<file path="config.mk">
export PLATFORM = sky130hd
export DESIGN_NAME = axi_read_slave_mux
export DESIGN_NICKNAME = d
export VERILOG_FILES = /design/src/rtl/axi_pkg.sv /design/src/rtl/axi_addr_decoder.sv /design/src/rtl/axi_read_slave_mux.sv
export SDC_FILE = /design/constraint.sdc
export NUM_CORES = 1
export LEC_CHECK = 0
export ABC_AREA = 1
export BUFFER_PORTS_ARGS = -buffer_cell sky130_fd_sc_hd__buf_2
export CAP_MARGIN = 20
export CORE_AREA = 2 2 64 66
export CTS_CLUSTER_SIZE = 24
export DETAILED_ROUTE_END_ITERATION = 8
export DIE_AREA = 0 0 66 68
export SLEW_MARGIN = 15
export SYNTH_ARGS = -nofsm -noshare
export SYNTH_HDL_FRONTEND = slang
export SYNTH_SLANG_ARGS = --single-unit
</file>
<file path="constraint.sdc">
create_clock -name ACLK -period 2.4 [get_ports ACLK]
set_clock_uncertainty 0.2 [all_clocks]
set_input_delay 0 -clock ACLK [delete_from_list [all_inputs] [get_ports ACLK]]
set_output_delay 0 -clock ACLK [all_outputs]
set_load 0.03 [all_outputs]
</file>
<file path="src/rtl/axi_pkg.sv">
// Shared AXI types and constants for the interconnect read/write slave muxes.
package axi_pkg;

  localparam int AXI_LEN_W = 8;

  typedef enum logic [1:0] {
    OKAY   = 2'b00,
    EXOKAY = 2'b01,
    SLVERR = 2'b10,
    DECERR = 2'b11
  } resp_t;

  typedef enum logic [2:0] {
    IDLE,
    ADDR,
    DATA,
    ERR_AR,
    ERR_R
  } rmux_state_t;

endpackage

</file>
<file path="src/rtl/axi_addr_decoder.sv">
// Combinational base/mask address decoder; reports a hit and the lowest-index matching slave.
module axi_addr_decoder
  import axi_pkg::*;
#(
  parameter int ADDR_WIDTH = 32,
  parameter int NUM_SLAVES = 2,
  parameter int SEL_W      = 1,
  parameter logic [NUM_SLAVES*ADDR_WIDTH-1:0] SLV_BASE = '0,
  parameter logic [NUM_SLAVES*ADDR_WIDTH-1:0] SLV_MASK = '0
) (
  input  logic [ADDR_WIDTH-1:0] addr,
  output logic                  hit,
  output logic [SEL_W-1:0]      sel_idx
);

  // Scan from the top down so the lowest-index match is the one left standing.
  always_comb begin
    hit     = 1'b0;
    sel_idx = '0;
    for (int i = NUM_SLAVES - 1; i >= 0; i--) begin
      if ((addr & SLV_MASK[i*ADDR_WIDTH +: ADDR_WIDTH]) == SLV_BASE[i*ADDR_WIDTH +: ADDR_WIDTH]) begin
        hit     = 1'b1;
        sel_idx = SEL_W'(i);
      end
    end
  end

endmodule

</file>
<file path="src/rtl/axi_read_slave_mux.sv">
// Read-path slave mux: routes one master's AR/R channels to a decoded slave, one burst at a time.
// Optional AXI_RMUX_DECERR_EN: unmapped addresses get a local DECERR burst instead of slave 0.
module axi_read_slave_mux
  import axi_pkg::*;
#(
  parameter int DATA_WIDTH = 32,
  parameter int ADDR_WIDTH = 32,
  parameter int ID_WIDTH   = 1,
  parameter int USER_WIDTH = 1,
  parameter int NUM_SLAVES = 2,
  parameter logic [NUM_SLAVES*ADDR_WIDTH-1:0] SLV_BASE = '0,
  parameter logic [NUM_SLAVES*ADDR_WIDTH-1:0] SLV_MASK = '0
) (
  input  logic                             ACLK,
  input  logic                             ARESETn,
  input  logic [ADDR_WIDTH-1:0]            m_ARADDR,
  input  logic [AXI_LEN_W-1:0]             m_ARLEN,
  input  logic [ID_WIDTH-1:0]              m_ARID,
  input  logic                             m_ARVALID,
  output logic                             m_ARREADY,
  output logic [ID_WIDTH-1:0]              m_RID,
  output logic [DATA_WIDTH-1:0]            m_RDATA,
  output logic [1:0]                       m_RRESP,
  output logic                             m_RLAST,
  output logic [USER_WIDTH-1:0]            m_RUSER,
  output logic                             m_RVALID,
  input  logic                             m_RREADY,
  output logic [NUM_SLAVES-1:0]            s_ARVALID,
  input  logic [NUM_SLAVES-1:0]            s_ARREADY,
  input  logic [NUM_SLAVES*ID_WIDTH-1:0]   s_RID,
  input  logic [NUM_SLAVES*DATA_WIDTH-1:0] s_RDATA,
  input  logic [NUM_SLAVES*2-1:0]          s_RRESP,
  input  logic [NUM_SLAVES-1:0]            s_RLAST,
  input  logic [NUM_SLAVES*USER_WIDTH-1:0] s_RUSER,
  input  logic [NUM_SLAVES-1:0]            s_RVALID,
  output logic [NUM_SLAVES-1:0]            s_RREADY
);

  localparam int SEL_W = (NUM_SLAVES > 1) ? $clog2(NUM_SLAVES) : 1;

  rmux_state_t      state_q, state_d;
  logic [SEL_W-1:0] sel_idx_q, sel_idx_d;
  logic [SEL_W-1:0] dec_sel;
  logic             dec_hit;

`ifdef AXI_RMUX_DECERR_EN
  logic [AXI_LEN_W-1:0] len_q, len_d;
  logic [AXI_LEN_W-1:0] beat_cnt_q, beat_cnt_d;
  logic [ID_WIDTH-1:0]  id_q, id_d;
`else
  logic unused_ar;
  assign unused_ar = ^{m_ARLEN, m_ARID};
`endif

  axi_addr_decoder #(
    .ADDR_WIDTH (ADDR_WIDTH),
    .NUM_SLAVES (NUM_SLAVES),
    .SEL_W      (SEL_W),
    .SLV_BASE   (SLV_BASE),
    .SLV_MASK   (SLV_MASK)
  ) u_decoder (
    .addr    (m_ARADDR),
    .hit     (dec_hit),
    .sel_idx (dec_sel)
  );

  always_comb begin
    state_d   = state_q;
    sel_idx_d = sel_idx_q;
`ifdef AXI_RMUX_DECERR_EN
    len_d      = len_q;
    id_d       = id_q;
    beat_cnt_d = beat_cnt_q;
`endif
    m_ARREADY = 1'b0;
    s_ARVALID = '0;
    s_RREADY  = '0;
    m_RVALID  = 1'b0;
    m_RID     = '0;
    m_RDATA   = '0;
    m_RRESP   = '0;
    m_RLAST   = 1'b0;
    m_RUSER   = '0;

    case (state_q)
      // The decode is registered here, which is what costs the one-cycle AR latency.
      IDLE: begin
        if (m_ARVALID) begin
`ifdef AXI_RMUX_DECERR_EN
          len_d     = m_ARLEN;
          id_d      = m_ARID;
          sel_idx_d = dec_sel;
          state_d   = dec_hit ? ADDR : ERR_AR;
`else
          sel_idx_d = dec_hit ? dec_sel : '0;
          state_d   = ADDR;
`endif
        end
      end

      ADDR: begin
        s_ARVALID[sel_idx_q] = m_ARVALID;
        m_ARREADY            = s_ARREADY[sel_idx_q];
        if (m_ARVALID && s_ARREADY[sel_idx_q]) begin
          state_d = DATA;
        end
      end

      DATA: begin
        m_RVALID            = s_RVALID[sel_idx_q];
        m_RID               = s_RID[int'(sel_idx_q)*ID_WIDTH +: ID_WIDTH];
        m_RDATA             = s_RDATA[int'(sel_idx_q)*DATA_WIDTH +: DATA_WIDTH];
        m_RRESP             = s_RRESP[int'(sel_idx_q)*2 +: 2];
        m_RLAST             = s_RLAST[sel_idx_q];
        m_RUSER             = s_RUSER[int'(sel_idx_q)*USER_WIDTH +: USER_WIDTH];
        s_RREADY[sel_idx_q] = m_RREADY;
        if (s_RVALID[sel_idx_q] && m_RREADY && s_RLAST[sel_idx_q]) begin
          state_d = IDLE;
        end
      end

`ifdef AXI_RMUX_DECERR_EN
      ERR_AR: begin
        m_ARREADY  = 1'b1;
        beat_cnt_d = '0;
        state_d    = ERR_R;
      end

      // beat_cnt stops at the latched length, so it never wraps past 255.
      ERR_R: begin
        m_RVALID = 1'b1;
        m_RRESP  = DECERR;
        m_RID    = id_q;
        m_RLAST  = (beat_cnt_q == len_q);
        if (m_RREADY) begin
          if (beat_cnt_q == len_q) begin
            state_d = IDLE;
          end else begin
            beat_cnt_d = beat_cnt_q + 1'b1;
          end
        end
      end
`endif

      default: state_d = IDLE;
    endcase
  end

  always_ff @(posedge ACLK or negedge ARESETn) begin
    if (!ARESETn) begin
      state_q    <= IDLE;
      sel_idx_q  <= '0;
`ifdef AXI_RMUX_DECERR_EN
      len_q      <= '0;
      id_q       <= '0;
      beat_cnt_q <= '0;
`endif
    end else begin
      state_q    <= state_d;
      sel_idx_q  <= sel_idx_d;
`ifdef AXI_RMUX_DECERR_EN
      len_q      <= len_d;
      id_q       <= id_d;
      beat_cnt_q <= beat_cnt_d;
`endif
    end
  end

endmodule

</file>
==> results_dict.tcl <==
set metrics [dict create \
    post-route-drc-count 0 \
    vdd_drop_max_v 0.0003664 \
    maxCapViolCount 0 \
    pre_cts_ws_ps 747.2 \
    worstPathCellList "inv_2 > nor2_2 > inv_2 > buf_4 > nor2_1 > buf_2" \
    final_antenna_net_count 0 \
    critPathArrivalTime_ps 1630 \
    initial_core_util_pct 14.24 \
    crit_top_cell "inv_2" \
    endpoint_kind "primary output" \
    post-route-period-util_pct 76.30 \
    final.setup.tns_ps 0 \
    netlist.area_leader.share_pct 28.02 \
    hpwl_um 1473 \
    clkTransAtPathRegs_ps 30 \
    grtUsageTotal_pct 7.402 \
    drive_gt1_share_pct 52.36 \
    placed_area_sq_um 982.2 \
    syn_area_per_cell_sq_um 5.333 \
    p_per_area_nw_per_um2 752.9 \
    dieArea_sq_um 4488 \
    fin_area_sq_um 1084 \
    antenna_found_initial 0 \
    grt_first_pass_wirelength_um 2553 \
    yosysWarnings 0 \
    gp_congestion 0.6433 \
    syn_inst 103 \
    cts_tree "done" \
    clock_latency_ps 210 \
    holdPathStages 4 \
    path_buf_inv 4 \
    rr_worst_depth 4 \
    die_h_um 68 \
    ys_seq_elements 2 \
    dp_cells 232 \
    num-fill-cells 451 \
    p_leak_nw 0.8107 \
    cts_buffers 3 \
    rows 23 \
    setup_ws_ps 568.8 \
    crit_type "reg -> out" \
    seq_area_frac_synth_pct 9.112 \
    vias_per_cell 3.357 \
    crit_family "buffers and inverters" \
    fin_cells 241 \
    port_buffers 83 \
    synth.cell_area_sq_um 549.3 \
    root_buffer "clkbuf_8" \
    rsz0062_at_grt "no" \
    grt_max_degree 22 \
    antenna-diode-count 0 \
    cts.repair.resized 0 \
    htreeDepth 1 \
    fp.dieW_um 66 \
    period_needed_ps 1831 \
    yosys.cell_types.count 15 \
    final-max-slew-violation-count 0 \
    syn2layout_area_growth_pct 97.27 \
    critPathMaxStageDelay_ps 420 \
    setup_viol_count_final 0 \
    cts_buffer_depth 2 \
    finish.utilization_pct 28.10 \
    fin_nets 316 \
    critical_path_depth 6 \
    dr.pass1.iters 3 \
    fmax_mhz 546.1 \
    synth_area_leaders "inv_1 (28%), nor2_1 (21%), nor2_4 (21%), dfrtp_1 (9.1%), buf_12 (3.6%)" \
    pin_count 166 \
    largest_reg_flops 2 \
    routed_wl_um 1759 \
    hold_path.class "in -> out" \
    cp_max_fo 21 \
    synth_top_area_cell "inv_1" \
    required_ps 2200 \
    grt_pass1_vias 631 \
    hold_viol_final 0 \
    slowest_stage "buf_4" \
    regMostFlops "state_q" \
    reg_top3 "state_q (2)" \
    status "complete, no violations" \
    post_drt_wl_per_cell_um 7.299 \
    first_iter_violations 9 \
    core-area_sq_um 3856 \
    vias 809 \
    start_kind "flop" \
    clock_sinks 2 \
    overflow 0 \
]
## kinds of logic (layout without fill, tap and decap cells)
| family | Yosys count | in the layout | share of synthesized area (%) |
|---|---|---|---|
| buffers and inverters | 49 | 136 | 39.64 |
| AND/OR/NAND/NOR | 51 | 51 | 50.57 |
| flip-flops | 2 | 2 | 9.112 |
| other | 1 | 2 | 0.6827 |
## worst reg2reg max path: stages, from the launching register on
cell and delay, ps:
dfrtp_1 410, nor2_2 160, nand2_1 70, nand2_1 50, dlygate4sd3_1 540
## report_power, final
part / total, mW / switching [mW] / internal (mW)
registers: 0.0643 / 0.0150 / 0.0493
clock network: 0.133 / 0.0265 / 0.106
logic: 0.619 / 0.434 / 0.185
total: 0.816 / 0.475 / 0.341
## synthesized netlist by cell type (all sizes together)
master,instances
dfrtp,2
conb,1
nand2,5
nand3,2
inv,43
nand3b,1
buf,6
nand4,1
nor2,42
## per-layer routing
layer / vias to the layer above / GRT usage [%] / part of all wire, %
met4: 0 / 3.827 / 0
met1: 313 / 8.047 / 41
li1: 439 / - / -
met2: 57 / 13.01 / 45
met5: - / 0 / 0
met3: 0 / 2.303 / 14
## metrics by stage
step | total power [mW] | hold WS (ps)
after floorplan | 0.5302 | -495.6
after global placement | 0.6573 | -412.7
after detailed placement | 0.6625 | -413.0
after CTS | 0.8273 | 128.9
after global routing | 0.8785 | 141.9
final | 0.8157 | 128.9
## path summary, 6_finish.rpt
kind	endpoint	slack, ps	startpoint
worst max register to register	state_q[1]	900	state_q[0]
min in group asynchronous	state_q[0]	450	ARESETn
max in group asynchronous	state_q[1]	1430	ARESETn
worst max-delay path	m_RDATA[30]	570	state_q[1]
worst min register to register	state_q[1]	890	state_q[1]
worst min-delay path	m_RDATA[17]	130	s_RDATA[17]
## area by class of cell
| type | instances | area [sq um] | area share (%) |
|---|---|---|---|
| multi-input combinational | 53 | 285.3 | 26.33 |
| timing repair buffer | 90 | 483.0 | 44.57 |
| inverter | 43 | 161.4 | 14.90 |
| tap | 50 | 62.56 | 5.774 |
| sequential | 2 | 50.05 | 4.619 |
| clock buffer | 3 | 41.29 | 3.811 |
## what timing repair did
item / in CTS / in global routing
hold buffers: 6 / 0
buffers inserted: 0 / 0
hold endpoints to repair: 4 / 0
## cells in the final DEF (no fill, tap or decap), drive strengths merged
master,n
nor2,42
dfrtp,2
nand3,2
nand4,1
nand2,5
dlygate4sd3,6
conb,2
inv,43
clkbuf,3
nand3b,1
buf,84
No activity file was read; power rests on OpenSTA's default activity.
